--- src/rtl/ir_rx_letter_queue_pkg.sv ---
// Shared types and helpers for the IR receive letter queue.
package ir_rx_pkg;

  localparam int unsigned LETTER_W      = 5;
  localparam int unsigned ALPHABET_SIZE = 26;
  localparam int unsigned BAD_CNT_W     = 8;
  localparam int unsigned CODE_W        = 32;
  localparam int unsigned ERR_W         = 3;

  typedef enum logic [1:0] {
    IDLE = 2'd0,
    READ = 2'd1,
    EMIT = 2'd2,
    GAP  = 2'd3
  } rx_state_t;

  // Increment that sticks at all-ones instead of wrapping.
  function automatic logic [BAD_CNT_W-1:0] sat_inc8(input logic [BAD_CNT_W-1:0] v);
    return (v == {BAD_CNT_W{1'b1}}) ? v : v + BAD_CNT_W'(1);
  endfunction

endpackage

--- src/rtl/ir_rx_letter_queue_if.sv ---
// Decoder-side inputs and enigma-side outputs of the receive letter queue.
interface ir_rx_letter_queue_if #(
  parameter int unsigned DEPTH = 32
);

  localparam int unsigned CNT_W = $clog2(DEPTH) + 1;

  logic                              new_code_in;
  logic [ir_rx_pkg::CODE_W-1:0]      code_in;
  logic [ir_rx_pkg::ERR_W-1:0]       error_in;
  logic                              hold_in;
  logic                              flush_in;
  logic                              data_valid_out;
  logic [ir_rx_pkg::LETTER_W-1:0]    data_out;
  logic [CNT_W-1:0]                  count_out;
  logic                              overflow_out;
  logic [ir_rx_pkg::BAD_CNT_W-1:0]   bad_code_count_out;

  modport master (
    output new_code_in, code_in, error_in, hold_in, flush_in,
    input  data_valid_out, data_out, count_out, overflow_out, bad_code_count_out
  );

  modport slave (
    input  new_code_in, code_in, error_in, hold_in, flush_in,
    output data_valid_out, data_out, count_out, overflow_out, bad_code_count_out
  );

endinterface

--- src/rtl/ir_rx_letter_queue_mem.sv ---
// Simple dual-port letter RAM: synchronous write, one-cycle registered read.
module letter_queue_mem #(
  parameter int unsigned WIDTH = ir_rx_pkg::LETTER_W,
  parameter int unsigned DEPTH = 32
) (
  input  logic                     clk,
  input  logic                     wr_en,
  input  logic [$clog2(DEPTH)-1:0] wr_addr,
  input  logic [WIDTH-1:0]         wr_data,
  input  logic                     rd_en,
  input  logic [$clog2(DEPTH)-1:0] rd_addr,
  output logic [WIDTH-1:0]         rd_data
);

  logic [WIDTH-1:0] mem_q [DEPTH];
  logic [WIDTH-1:0] rd_data_q;

  // Array write and registered read port; no reset on storage.
  always_ff @(posedge clk) begin
    if (wr_en) begin
      mem_q[wr_addr] <= wr_data;
    end
    if (rd_en) begin
      rd_data_q <= mem_q[rd_addr];
    end
  end

  assign rd_data = rd_data_q;

endmodule

--- src/rtl/ir_rx_letter_queue.sv ---
// Validates decoded IR codes, queues legal letters and paces them out to enigma.
module ir_rx_letter_queue
  import ir_rx_pkg::*;
#(
  parameter int unsigned DEPTH      = 32,
  parameter int unsigned GAP_CYCLES = 16,
  parameter int unsigned LETTER_MAX = ALPHABET_SIZE - 1
) (
  input  logic                clk_in,
  input  logic                rst_n_in,
  ir_rx_letter_queue_if.slave bus
);

  localparam int unsigned PTR_W = $clog2(DEPTH);
  localparam int unsigned CNT_W = PTR_W + 1;
  localparam int unsigned GAP_W = $clog2(GAP_CYCLES + 1);

  rx_state_t               state_q, state_d;
  logic [PTR_W-1:0]        wr_ptr_q, wr_ptr_d;
  logic [PTR_W-1:0]        rd_ptr_q, rd_ptr_d;
  logic [CNT_W-1:0]        count_q, count_d;
  logic [GAP_W-1:0]        gap_cnt_q, gap_cnt_d;
  logic                    data_valid_q, data_valid_d;
  logic [LETTER_W-1:0]     data_out_q, data_out_d;
  logic                    overflow_q, overflow_d;
  logic [BAD_CNT_W-1:0]    bad_cnt_q, bad_cnt_d;

  logic                    code_legal;
  logic                    queue_full;
  logic                    wr_en;
  logic                    rd_en;
  logic                    bad_inc;
  logic [LETTER_W-1:0]     mem_rd_data;

  letter_queue_mem #(
    .WIDTH (LETTER_W),
    .DEPTH (DEPTH)
  ) u_mem (
    .clk     (clk_in),
    .wr_en   (wr_en),
    .wr_addr (wr_ptr_q),
    .wr_data (bus.code_in[LETTER_W-1:0]),
    .rd_en   (rd_en),
    .rd_addr (rd_ptr_q),
    .rd_data (mem_rd_data)
  );

  // Dequeue FSM: issue read, wait for RAM, emit one pulse, then enforce spacing.
  always_comb begin
    state_d      = state_q;
    gap_cnt_d    = gap_cnt_q;
    rd_en        = 1'b0;
    data_valid_d = 1'b0;
    data_out_d   = data_out_q;
    if (bus.flush_in) begin
      state_d   = IDLE;
      gap_cnt_d = '0;
    end else begin
      case (state_q)
        IDLE: begin
          if ((count_q != '0) && !bus.hold_in) begin
            rd_en   = 1'b1;
            state_d = READ;
          end
        end
        READ: begin
          state_d = EMIT;
        end
        EMIT: begin
          data_valid_d = 1'b1;
          data_out_d   = mem_rd_data;
          gap_cnt_d    = '0;
          state_d      = GAP;
        end
        GAP: begin
          if (gap_cnt_q == GAP_W'(GAP_CYCLES - 1)) begin
            gap_cnt_d = '0;
            state_d   = IDLE;
          end else begin
            gap_cnt_d = gap_cnt_q + GAP_W'(1);
          end
        end
        default: begin
          state_d = IDLE;
        end
      endcase
    end
  end

  // Code acceptance, pointer/occupancy bookkeeping and error statistics.
  always_comb begin
    code_legal = (bus.code_in[CODE_W-1:LETTER_W] == '0) &&
                 (bus.code_in[LETTER_W-1:0] <= LETTER_W'(LETTER_MAX));
    queue_full = (count_q == CNT_W'(DEPTH));
    wr_en      = bus.new_code_in && code_legal && !queue_full && !bus.flush_in;
    bad_inc    = (bus.new_code_in && !code_legal) || (bus.error_in != '0);

    wr_ptr_d   = wr_ptr_q;
    rd_ptr_d   = rd_ptr_q;
    count_d    = count_q;
    overflow_d = overflow_q;
    bad_cnt_d  = bad_cnt_q;

    if (bus.flush_in) begin
      wr_ptr_d = '0;
      rd_ptr_d = '0;
      count_d  = '0;
    end else begin
      if (wr_en) begin
        wr_ptr_d = wr_ptr_q + PTR_W'(1);
      end
      if (rd_en) begin
        rd_ptr_d = rd_ptr_q + PTR_W'(1);
      end
      case ({wr_en, rd_en})
        2'b10:   count_d = count_q + CNT_W'(1);
        2'b01:   count_d = count_q - CNT_W'(1);
        default: count_d = count_q;
      endcase
    end

    // A legal letter arriving on a full queue is lost even if a read issues now.
    if (bus.new_code_in && code_legal && queue_full) begin
      overflow_d = 1'b1;
    end
    // Illegal code and decoder error in the same cycle count once.
    if (bad_inc) begin
      bad_cnt_d = sat_inc8(bad_cnt_q);
    end
  end

  // State and output registers.
  always_ff @(posedge clk_in or negedge rst_n_in) begin
    if (!rst_n_in) begin
      state_q      <= IDLE;
      wr_ptr_q     <= '0;
      rd_ptr_q     <= '0;
      count_q      <= '0;
      gap_cnt_q    <= '0;
      data_valid_q <= 1'b0;
      data_out_q   <= '0;
      overflow_q   <= 1'b0;
      bad_cnt_q    <= '0;
    end else begin
      state_q      <= state_d;
      wr_ptr_q     <= wr_ptr_d;
      rd_ptr_q     <= rd_ptr_d;
      count_q      <= count_d;
      gap_cnt_q    <= gap_cnt_d;
      data_valid_q <= data_valid_d;
      data_out_q   <= data_out_d;
      overflow_q   <= overflow_d;
      bad_cnt_q    <= bad_cnt_d;
    end
  end

  assign bus.data_valid_out     = data_valid_q;
  assign bus.data_out           = data_out_q;
  assign bus.count_out          = count_q;
  assign bus.overflow_out       = overflow_q;
  assign bus.bad_code_count_out = bad_cnt_q;

endmodule

--- src/flat_wrapper.sv ---
// flat-port wrapper written by rule: the top's interface ports become plain ports
module ir_rx_letter_queue_flat import ir_rx_pkg::*;
#(
  parameter int unsigned DEPTH      = 32,
  parameter int unsigned GAP_CYCLES = 16,
  parameter int unsigned LETTER_MAX = ALPHABET_SIZE - 1
)
  (clk_in, rst_n_in, bus_new_code_in, bus_code_in, bus_error_in, bus_hold_in, bus_flush_in, bus_data_valid_out, bus_data_out, bus_count_out, bus_overflow_out, bus_bad_code_count_out);
  ir_rx_letter_queue_if #(.DEPTH(DEPTH)) bus_i ();
  input  logic clk_in;
  input  logic rst_n_in;
  input wire logic [$bits(bus_i.new_code_in)-1:0] bus_new_code_in;
  input wire logic [$bits(bus_i.code_in)-1:0] bus_code_in;
  input wire logic [$bits(bus_i.error_in)-1:0] bus_error_in;
  input wire logic [$bits(bus_i.hold_in)-1:0] bus_hold_in;
  input wire logic [$bits(bus_i.flush_in)-1:0] bus_flush_in;
  output wire logic [$bits(bus_i.data_valid_out)-1:0] bus_data_valid_out;
  output wire logic [$bits(bus_i.data_out)-1:0] bus_data_out;
  output wire logic [$bits(bus_i.count_out)-1:0] bus_count_out;
  output wire logic [$bits(bus_i.overflow_out)-1:0] bus_overflow_out;
  output wire logic [$bits(bus_i.bad_code_count_out)-1:0] bus_bad_code_count_out;
  assign bus_i.new_code_in = bus_new_code_in;
  assign bus_i.code_in = bus_code_in;
  assign bus_i.error_in = bus_error_in;
  assign bus_i.hold_in = bus_hold_in;
  assign bus_i.flush_in = bus_flush_in;
  assign bus_data_valid_out = bus_i.data_valid_out;
  assign bus_data_out = bus_i.data_out;
  assign bus_count_out = bus_i.count_out;
  assign bus_overflow_out = bus_i.overflow_out;
  assign bus_bad_code_count_out = bus_i.bad_code_count_out;
  ir_rx_letter_queue #(.DEPTH(DEPTH), .GAP_CYCLES(GAP_CYCLES), .LETTER_MAX(LETTER_MAX)) u_core (.clk_in(clk_in), .rst_n_in(rst_n_in), .bus(bus_i));
endmodule
--- config.mk ---
export PLATFORM = sky130hd
export DESIGN_NAME = ir_rx_letter_queue_flat
export DESIGN_NICKNAME = d
export VERILOG_FILES = /design/src/rtl/ir_rx_letter_queue_pkg.sv /design/src/rtl/ir_rx_letter_queue_if.sv /design/src/rtl/ir_rx_letter_queue_mem.sv /design/src/rtl/ir_rx_letter_queue.sv /design/src/flat_wrapper.sv
export SDC_FILE = /design/constraint.sdc
export NUM_CORES = 1
export LEC_CHECK = 0
export CORE_UTILIZATION = 59
export CTS_BUF_LIST = sky130_fd_sc_hd__clkbuf_4 sky130_fd_sc_hd__clkbuf_8 sky130_fd_sc_hd__clkbuf_16
export CTS_CLUSTER_DIAMETER = 120
export CTS_CLUSTER_SIZE = 12
export DETAILED_ROUTE_END_ITERATION = 10
export GPL_TIMING_DRIVEN = 0
export PLACE_DENSITY = 0.91
export SLEW_MARGIN = 20
export SYNTH_ARGS = -nofsm -noshare
export SYNTH_HDL_FRONTEND = slang
export SYNTH_SLANG_ARGS = --single-unit
export TNS_END_PERCENT = 30
--- constraint.sdc ---
create_clock -name clk_in -period 3.9 [get_ports clk_in]
set_clock_uncertainty 0.15 [all_clocks]
set_input_delay 0.39 -clock clk_in [delete_from_list [all_inputs] [get_ports clk_in]]
set_output_delay 0.39 -clock clk_in [all_outputs]
set_load 0.01 [all_outputs]
==> flow_summary.json, run 1 <==
{
  "cts_sinks": 203,
  "die_h_um": 123,
  "yosysWarnings": 0,
  "max_freq_mhz": 275,
  "area_growth_pct": 16.9,
  "fin_crit_sh": 0.932,
  "synth_flop_cell": "edfxtp_1",
  "total_power_w": 0.00474,
  "wire_per_inst_um": 25.0,
  "cts_root_buf": "clkbuf_16",
  "post_cts_buffers": 0,
  "clock_path_buffers": 3,
  "routabilityCongestion": 0.843,
  "avgSynthCellArea_um2": 17.5,
  "numCtsBuffers": 20,
  "path_max_fanout": 33,
  "start_util": 0.615,
  "grt_pass1_wl_mm": 29.4,
  "hold_viol_final": 0,
  "fin_crit_ns": 3.63,
  "synth_edf_count": 165,
  "wl_mm": 19.3,
  "slew_viol_final": 0,
  "clk_pin_slew_ns": 0.06,
  "ys_top_cells_by_area": "edfxtp_1 (57%), mux4_2 (13%), dfrtp_1 (11%)",
  "dieArea_um2": 15200,
  "setup-violations-final": 0,
  "crit_path_start_kind": "primary input",
  "dpl.cell_count": 735,
  "ir_drop_mv": 0.358,
  "core_um2": 14100,
  "worst_ep_arrival_time_ns": 3.61,
  "grt_pass1_vias": 5120,
  "drt-pass1-iter-count": 5,
  "cellPowerDensity_nw_per_um2": 468,
  "insertion_delay_ns": 0.50,
  "dp_hpwl_mm": 12.2,
  "dr.first_iter.drc_count": 471,
  "cp_num_buf_inv": 1,
  "syn_inst": 494,
  "cap_violations": 0,
  "synth_nets": 549,
  "worstPathRequired_ns": 3.87,
  "antenna_found_initial": 1,
  "synth-seq-cells": 203,
  "yosysSeqAreaShare": 0.682,
  "synth_top_cell_by_area": "edfxtp_1",
  "drt-vias-per-instance": 6.39,
  "nets": 633,
  "async_flop_share": 0.187,
  "netlist_area_um2": 8660,
  "chipWidth_um": 123,
  "port_buffers": 60,
  "via_count": 4933,
  "num_rows": 43,
  "hold_path_class": "primary input to async pin",
  "cpPeakStageDelay_ns": 0.89,
  "rsz0062_at_grt": "no",
  "drive_gt1_frac": 0.226,
  "gr-usage-all-layers": 0.269,
  "power.leakage_nw": 3.46,
  "grt-ovfl-total": 0,
  "hold_ws_ns": 0.187,
  "htreeDepth": 1,
  "cp_cell_sequence": "clkdlybuf4s15_2 > o211ai_1 > nand4_2 > nor4b_1 > nand3_1 > nor2_1",
  "cts_tree": "built",
  "drc_errors": 0,
  "status": "completed",
  "layout.cells.non_filler": 772,
  "synth_top_area_share": 0.572,
  "num_io_pins": 61,
  "yosysUniqueCellTypes": 54,
  "slowest_stage": "nor4b_1",
  "antenna_cells": 0,
  "critical_path_class": "primary input to flip-flop",
  "endpoint_kind": "flip-flop",
  "relSlewSlack": 0.343,
  "ant_nets": 0,
  "dpl_cell_area_um2": 9500,
  "tightestPinTransition_ns": 0.972,
  "fin_area_um2": 10100,
  "cp_top_family": "simple AND/OR/NAND/NOR gates",
  "grt_max_degree": 34
}
## cell usage after synthesis (2+ instances only)
cell type,n
nand3b_1,3
a21o_1,4
nor2b_1,5
nor2_1,49
nor3_1,6
xnor2_1,3
a21boi_0,3
xor2_1,5
buf_2,4
nand4_1,4
mux2_2,19
edfxtp_1,165
nand3_1,15
inv_1,8
a211oi_1,2
or2_2,2
o21ai_0,5
nor4_1,4
o211ai_1,2
o21a_1,2
mux2i_1,8
and3_1,3
nand2_1,24
dfrtp_1,38
ha_1,14
mux4_2,50
a21oi_1,8
clkbuf_1,13
## final cells by class
cell class | count | area [µm²]
plain buffers | 20 | 91.3
clock inverters | 1 | 16.3
inverters | 8 | 30.0
well taps | 180 | 225
clock buffers | 35 | 613
fillers | 793 | 3970
repair buffers | 62 | 607
flip-flops and latches | 203 | 5910
multi-input cells | 263 | 2640
## cells in the final DEF, fill, tap and decap left out, types with 4 or more instances in the layout
cell type        synthesis  routed
nor3_1                   6       5
mux2_2                  19      19
mux2i_1                  8       8
buf_2                    4       9
mux4_2                  50      50
edfxtp_1               165     165
nor2_1                  49      49
nand2_1                 24      24
clkbuf_1                13      13
clkbuf_16                0      20
nand3_1                 15      15
inv_1                    8       8
dfrtp_1                 38      38
xor2_1                   5       5
nor2b_1                  5       5
o21ai_0                  5       5
nand4_1                  4       4
clkdlybuf4s50_1          0      54
nor4_1                   4       4
a21o_1                   4       4
clkbuf_4                 0      15
ha_1                    14      14
a21oi_1                  8       8
## cell families (layout without fill, tap and decap cells)
group | Yosys count | in the layout | share of synthesized area
flip-flops | 203 | 203 | 0.682
AND/OR/NAND/NOR | 125 | 125 | 0.0747
multiplexers | 79 | 79 | 0.167
AO/OA/AOI/OAI | 35 | 35 | 0.0302
buffers and inverters | 28 | 126 | 0.0140
adder cells (fa/ha/maj) | 15 | 15 | 0.0225
XOR/XNOR | 9 | 9 | 0.00997
## through the flow
step | setup TNS [ns] | util | setup slack, ns
4_1_cts | 0 | 0.719 | 0.0391
5_1_grt | 0 | 0.719 | 0.102
6_report | 0 | 0.719 | 0.267
3_3_place_gp | -82.60 | 0.673 | -0.812
2_1_floorplan | 0 | - | 0.486
3_5_place_dp | -115.70 | 0.674 | -1.01
## power breakdown
| part | switching [W] | internal (W) |
|---|---|---|
| clock network | 0.000775 | 0.00107 |
| registers | 0.0000716 | 0.00241 |
| logic | 0.000176 | 0.000233 |
| total | 0.00102 | 0.00372 |
## metal layers
layer  up-vias  routed length (µm)  track usage
li1       2117                   -            -
met1      2510                7130        0.326
met2       239                9970        0.471
met3        65                1470       0.0572
met4         2                 750        0.109
met5         -                  13            0
## worst reg2reg max path: stages (launching register included)
cell and delay [ns]:
dfrtp_1 0.47, or4_4 0.60, nor3b_4 0.28, nor4b_4 0.15
nor3_2 0.33, ha_1 0.36, o21ai_0 0.28, o21ai_0 0.16
a21o_1 0.18, mux2i_1 0.14, mux2_1 0.33
## timing repair
item | CTS | global route
pin swaps | 1 | 0
hold endpoints to repair | 38 | 0
resized for setup | 6 | 1
endpoints found under the setup margin | 163 | 1
hold buffers | 1 | 0
## flip-flops by register name, summed over array words and instances (netlist names)
name	cells
u_core.wr_ptr_q	5
u_core.bus.count_out	6
u_core.bus.bad_code_count_out	8
u_core.gap_cnt_q	5
u_core.bus.data_out	5
u_core.u_mem.mem_q	160
u_core.bus.data_valid_out	1
u_core.rd_ptr_q	5
u_core.state_q	2
u_core.bus.overflow_out	1
u_core.u_mem.rd_data	5
## final timing paths
check / startpoint / to / slack (ns) / cells after the start
worst min-delay path: rst_n_in / u_core.bus.count_out[3] / 0.19 / 2
worst max register to register: u_core.bus.count_out[0] / u_core.bus.count_out[5] / 0.35 / 10
worst max-delay path: bus_code_in[3] / u_core.u_mem.mem_q[0][1] / 0.27 / 6
max in group asynchronous: rst_n_in / u_core.bus.bad_code_count_out[6] / 2.94 / 3
worst min register to register: u_core.bus.overflow_out / u_core.bus.overflow_out / 0.32 / 1
min in group clk_in: bus_code_in[0] / u_core.u_mem.mem_q[27][0] / 0.29 / 1
(Power assumes the default switching activity.)
==> run 2, diff against run 1 <==
Settings changed: CTS_BUF_LIST sky130_fd_sc_hd__clkbuf_4 sky130_fd_sc_hd__clkbuf_8 sky130_fd_sc_hd__clkbuf_16 to not set.
==> run 2 against run 1 <==
  * First-iteration DRC count up 21%
  * Sequential share of layout area up 0.36 points
  * Critical path type unchanged
  * Hold slack worse by 0.0018 ns
  * Global-route usage down 0.81 points
  * Critical path depth up 5
  * Register-to-register slack about the same
==> flow_summary.json, run 2 (synthesis results as in run 1) <==
{
  "area_growth_pct": 16.2,
  "cp-startpoint": "bus_code_in[7]",
  "antenna_found_initial": 1,
  "fin_crit_ns": 3.58,
  "hold_path_class": "primary input to async pin",
  "cp_top_family": "simple AND/OR/NAND/NOR gates",
  "dpl.cell_count": 735,
  "grt_pass1_wl_mm": 28.7,
  "critical_path_class": "primary input to flip-flop",
  "routabilityCongestion": 0.843,
  "slew_viol_final": 0,
  "hold_ws_ns": 0.185,
  "start_util": 0.615,
  "fin_crit_sh": 0.917,
  "cap_violations": 0,
  "ir_drop_mv": 0.359,
  "post_cts_buffers": 0,
  "nets": 633,
  "insertion_delay_ns": 0.50,
  "port_buffers": 60,
  "cts_tree": "built",
  "tightestPinTransition_ns": 0.901,
  "clock_path_buffers": 3,
  "drc_errors": 0,
  "max_freq_mhz": 280,
  "numCtsBuffers": 20,
  "num_io_pins": 61,
  "dieArea_um2": 15200,
  "layout_commonest_cell": "edfxtp_1",
  "regMostFlops": "u_core.u_mem.mem_q",
  "drt-vias-per-instance": 6.34,
  "power.leakage_nw": 3.41,
  "chipWidth_um": 123,
  "relSlewSlack": 0.391,
  "hold_viol_final": 0,
  "drt-pass1-iter-count": 5,
  "endpoint_kind": "flip-flop",
  "path_max_fanout": 9,
  "setup-violations-final": 0,
  "timing.rr.start": "u_core.bus.count_out[0]",
  "gr-usage-all-layers": 0.261,
  "grt-ovfl-total": 0,
  "cellPowerDensity_nw_per_um2": 459,
  "status": "completed",
  "worst_ep_arrival_time_ns": 3.79,
  "dp_hpwl_mm": 12.2,
  "cp_cell_sequence": "clkdlybuf4s50_1 > nor4_1 > nand4_1 > nor4b_4 > nor3_2 > ha_1 > o21ai_0 > o21ai_0 > a21o_1 > mux2i_1 > mux2_1",
  "fillers": 805,
  "drive_gt1_frac": 0.201,
  "crit_path_start_kind": "primary input",
  "slowest_stage": "nor4b_4",
  "core_um2": 14100,
  "fin_area_um2": 10100,
  "setup_tns_ns": 0,
  "final_cell_mix": "edfxtp_1 (165), clkdlybuf4s50_1 (54), mux4_2 (50)",
  "clk_pin_slew_ns": 0.06,
  "worstPathRequired_ns": 4.12,
  "wire_per_inst_um": 24.2,
  "htreeDepth": 1,
  "dpl_cell_area_um2": 9500,
  "crit_top_cell": "o21ai_0",
  "die_h_um": 123,
  "ant_nets": 0,
  "cts_sinks": 203,
  "rsz0062_at_grt": "no",
  "cpPeakStageDelay_ns": 0.73,
  "wl_mm": 18.7,
  "cp_num_buf_inv": 1,
  "dr.first_iter.drc_count": 570,
  "grt_pass1_vias": 5098,
  "antenna_cells": 0,
  "num_rows": 43,
  "layout.cells.non_filler": 772,
  "cts_root_buf": "clkbuf_16",
  "via_count": 4893,
  "grt_max_degree": 34,
  "largest_register_ffs": 160
}
-- run 2: through the flow --
stage,setup slack [ns],utilization,total power (W)
after floorplan,0.486,-,0.00269
after global routing,0.110,0.714,0.00477
final,0.322,0.714,0.00462
after global placement,-0.812,0.673,0.00291
after detailed placement,-1.01,0.674,0.00294
after CTS,0.0231,0.715,0.00465
-- run 2: timing repair --
action,in CTS,in global routing
hold buffers,1,0
setup endpoints to repair,163,1
pin swaps,1,0
hold endpoints to repair,38,0
resized for setup,4,1
-- run 2: area by class of cell --
cell class	instances	area [µm²]	area share
clock buffers	35	557	0.0553
repair buffers	62	601	0.0597
flip-flops and latches	203	5910	0.587
inverters	8	30.0	0.00298
well taps	180	225	0.0224
plain buffers	20	91.3	0.00907
clock inverters	1	16.3	0.00162
multi-input cells	263	2640	0.262
-- run 2: path summary, 6_finish.rpt --
path / end / slack [ns] / depth (start not counted)
max: u_core.bus.count_out[5] / 0.32 / 11
min: u_core.bus.count_out[3] / 0.19 / 2
max reg2reg: u_core.bus.count_out[5] / 0.34 / 10
min reg2reg: u_core.bus.overflow_out / 0.32 / 1
max in group asynchronous: u_core.bus.bad_code_count_out[1] / 2.94 / 3
min in group clk_in: u_core.u_mem.mem_q[30][0] / 0.29 / 1
-- run 2: layer usage --
metal	GRT usage	part of all wire
met5	0	0.00075
met4	0.101	0.037
met3	0.0530	0.079
met2	0.453	0.51
met1	0.324	0.37
-- run 2: report_power, final --
group,internal [W],switching (W)
Clock,0.000969,0.000765
Sequential,0.00241,0.0000715
Combinational,0.000232,0.000176
-- run 2: worst reg2reg max path: stages, from the launching register on --
cell and delay (ns):
dfrtp_1 0.47, or4_4 0.61, nor3b_4 0.28, nor4b_4 0.15, nor3_2 0.33, ha_1 0.36
o21ai_0 0.28, o21ai_0 0.17, a21o_1 0.18, mux2i_1 0.14, mux2_1 0.33
==> run 3, diff against run 2 <==
Settings changed: ABC_CLOCK_PERIOD_IN_PS set to 3900, RECOVER_POWER set to 100.
==> run 3 against run 2 <==
  * The run now ends with max-capacitance violations, max-slew violations left
  * Routed wire length increased by 0.29%
  * Hold slack improved by 0.12 ns
  * Final cell count unchanged
  * Via count decreased by 0.49%
  * Die area unchanged
  * Sequential cell count unchanged
  * Register-to-register slack improved by 0.03 ns
==> flow_summary.json, run 3 (synthesis results as in run 1) <==
{
  "pre_cts_ws_ns": -1.01,
  "drt-pass1-iter-count": 4,
  "cpPeakStageDelay_ns": 0.60,
  "critical_path_class": "flip-flop to flip-flop",
  "routabilityCongestion": 0.843,
  "regMostFlops": "u_core.u_mem.mem_q",
  "final_cell_mix": "edfxtp_1 (165), mux4_2 (50), nor2_1 (49)",
  "drc_errors": 0,
  "layout.cells.non_filler": 772,
  "grt_pass1_vias": 5098,
  "path_max_fanout": 9,
  "status": "finished with violations",
  "worstPathRequired_ns": 4.12,
  "hold_path_class": "primary input to flip-flop",
  "start_util": 0.615,
  "p_clk_frac": 0.377,
  "grt_pass1_wl_mm": 28.7,
  "crit_path_start_kind": "flip-flop",
  "dpl.cell_count": 735,
  "grt-ovfl-total": 0,
  "cts_sinks": 203,
  "nets": 633,
  "endpoint_kind": "flip-flop",
  "clock_path_buffers": 3,
  "numCtsBuffers": 20,
  "largest_register_ffs": 160,
  "hp-start": "bus_code_in[2]",
  "cp_num_buf_inv": 0,
  "setup-violations-final": 0,
  "drive_gt1_frac": 0.184,
  "dieArea_um2": 15200,
  "cts_tree": "built",
  "chipWidth_um": 123,
  "violations": "max-capacitance violations, max-slew violations",
  "dp_hpwl_mm": 12.2,
  "p_sw_frac": 0.220,
  "slowest_stage": "or4_4",
  "dr.first_iter.drc_count": 480,
  "cap_violations": 1,
  "rsz0062_at_grt": "no",
  "p_switching_w": 0.00101,
  "fin_crit_sh": 0.904,
  "num_io_pins": 61,
  "core_um2": 14100,
  "insertion_delay_ns": 0.50,
  "grt_max_degree": 34,
  "p_int_w": 0.00358,
  "setup_slack_ns": 0.374,
  "relSlewSlack": -0.0159,
  "htreeDepth": 1,
  "cp_top_family": "simple AND/OR/NAND/NOR gates",
  "ant_nets": 0,
  "antenna_cells": 0,
  "gr-usage-all-layers": 0.261,
  "num_rows": 43,
  "port_buffers": 60,
  "fin_crit_ns": 3.53,
  "drt-vias-per-instance": 6.31,
  "crit_top_cell": "o21ai_0",
  "ir_drop_mv": 0.359,
  "worst_ep_arrival_time_ns": 3.75,
  "cp_cell_sequence": "or4_4 > nor3b_4 > nor4b_4 > nor3_2 > ha_1 > o21ai_0 > o21ai_0 > a21o_1 > mux2i_1 > mux2_1",
  "wl_mm": 18.8,
  "slew_viol_final": 28,
  "cts_root_buf": "clkbuf_16",
  "seqPwrFrac": 0.540,
  "cellPowerDensity_nw_per_um2": 458,
  "comb_power_share": 0.083,
  "layout_commonest_cell": "edfxtp_1",
  "wire_per_inst_um": 24.3,
  "post_cts_buffers": 0,
  "cp-startpoint": "u_core.bus.count_out[0]",
  "antenna_found_initial": 1,
  "die_h_um": 123,
  "power.leakage_nw": 3.45,
  "area_growth_pct": 15.8,
  "hold_ws_ns": 0.303,
  "max_freq_mhz": 284,
  "tightestPinTransition_ns": 1.52,
  "via_count": 4869,
  "timing.rr.start": "u_core.bus.count_out[0]",
  "clk_pin_slew_ns": 0.07,
  "hold_viol_final": 0
}
-- run 3: power by group through the flow --
stage | Sequential (W) | Combinational [W] | Clock [W]
floorplan | 0.00254 | 0.000153 | 0
global placement | 0.00252 | 0.000390 | 0
detailed placement | 0.00253 | 0.000413 | 0
CTS | 0.00248 | 0.000415 | 0.00175
global route | 0.00249 | 0.000419 | 0.00183
finish | 0.00248 | 0.000381 | 0.00173
-- run 3: routing by layer --
layer | vias up | part of all wire | GRT usage
met1 | 2465 | 0.37 | 0.324
met5 | - | 0.00096 | 0
li1 | 2113 | - | -
met4 | 2 | 0.038 | 0.101
met3 | 55 | 0.080 | 0.0530
met2 | 234 | 0.51 | 0.453
-- run 3: worst register-to-register path, stage by stage (launching register included) --
cell,delay (ns)
dfrtp_1,0.47
or4_4,0.60
nor3b_4,0.28
nor4b_4,0.14
nor3_2,0.32
ha_1,0.36
o21ai_0,0.28
o21ai_0,0.17
a21o_1,0.18
mux2i_1,0.14
mux2_1,0.33
-- run 3: repair_timing --
item	in CTS	in global routing
gates resized for setup	4	1
hold buffers	1	0
pin swaps	1	0
hold endpoints to repair	38	0
endpoints found under the setup margin	163	1
-- run 3: per-stage QoR --
| stage | TNS (ns) | utilization | instance area [µm²] | power (W) |
|---|---|---|---|---|
| floorplan | 0 | - | 8660 | 0.00269 |
| global placement | -82.60 | 0.673 | 9490 | 0.00291 |
| detailed placement | -115.70 | 0.674 | 9500 | 0.00294 |
| CTS | 0 | 0.715 | 10100 | 0.00465 |
| global route | 0 | 0.711 | 10000 | 0.00474 |
| finish | 0 | 0.711 | 10000 | 0.00459 |
-- run 3: worst paths after layout --
| path | to | slack, ns | cells past startpoint |
|---|---|---|---|
| min in group asynchronous | u_core.bus.count_out[3] | 0.31 | 2 |
| max in group asynchronous | u_core.bus.bad_code_count_out[6] | 1.43 | 3 |
| max | u_core.bus.count_out[5] | 0.37 | 10 |
| max reg2reg | u_core.bus.count_out[5] | 0.37 | 10 |
| min reg2reg | u_core.bus.overflow_out | 0.31 | 1 |
| min | u_core.u_mem.mem_q[30][2] | 0.30 | 1 |
-- run 3: final cells by class --
class | count | area (µm²)
flip-flops and latches | 203 | 5910
clock buffers | 35 | 557
clock inverters | 1 | 16.3
multi-input cells | 263 | 2620
well taps | 180 | 225
repair buffers | 62 | 582
fillers | 814 | 4070
inverters | 8 | 30.0
plain buffers | 20 | 90.1
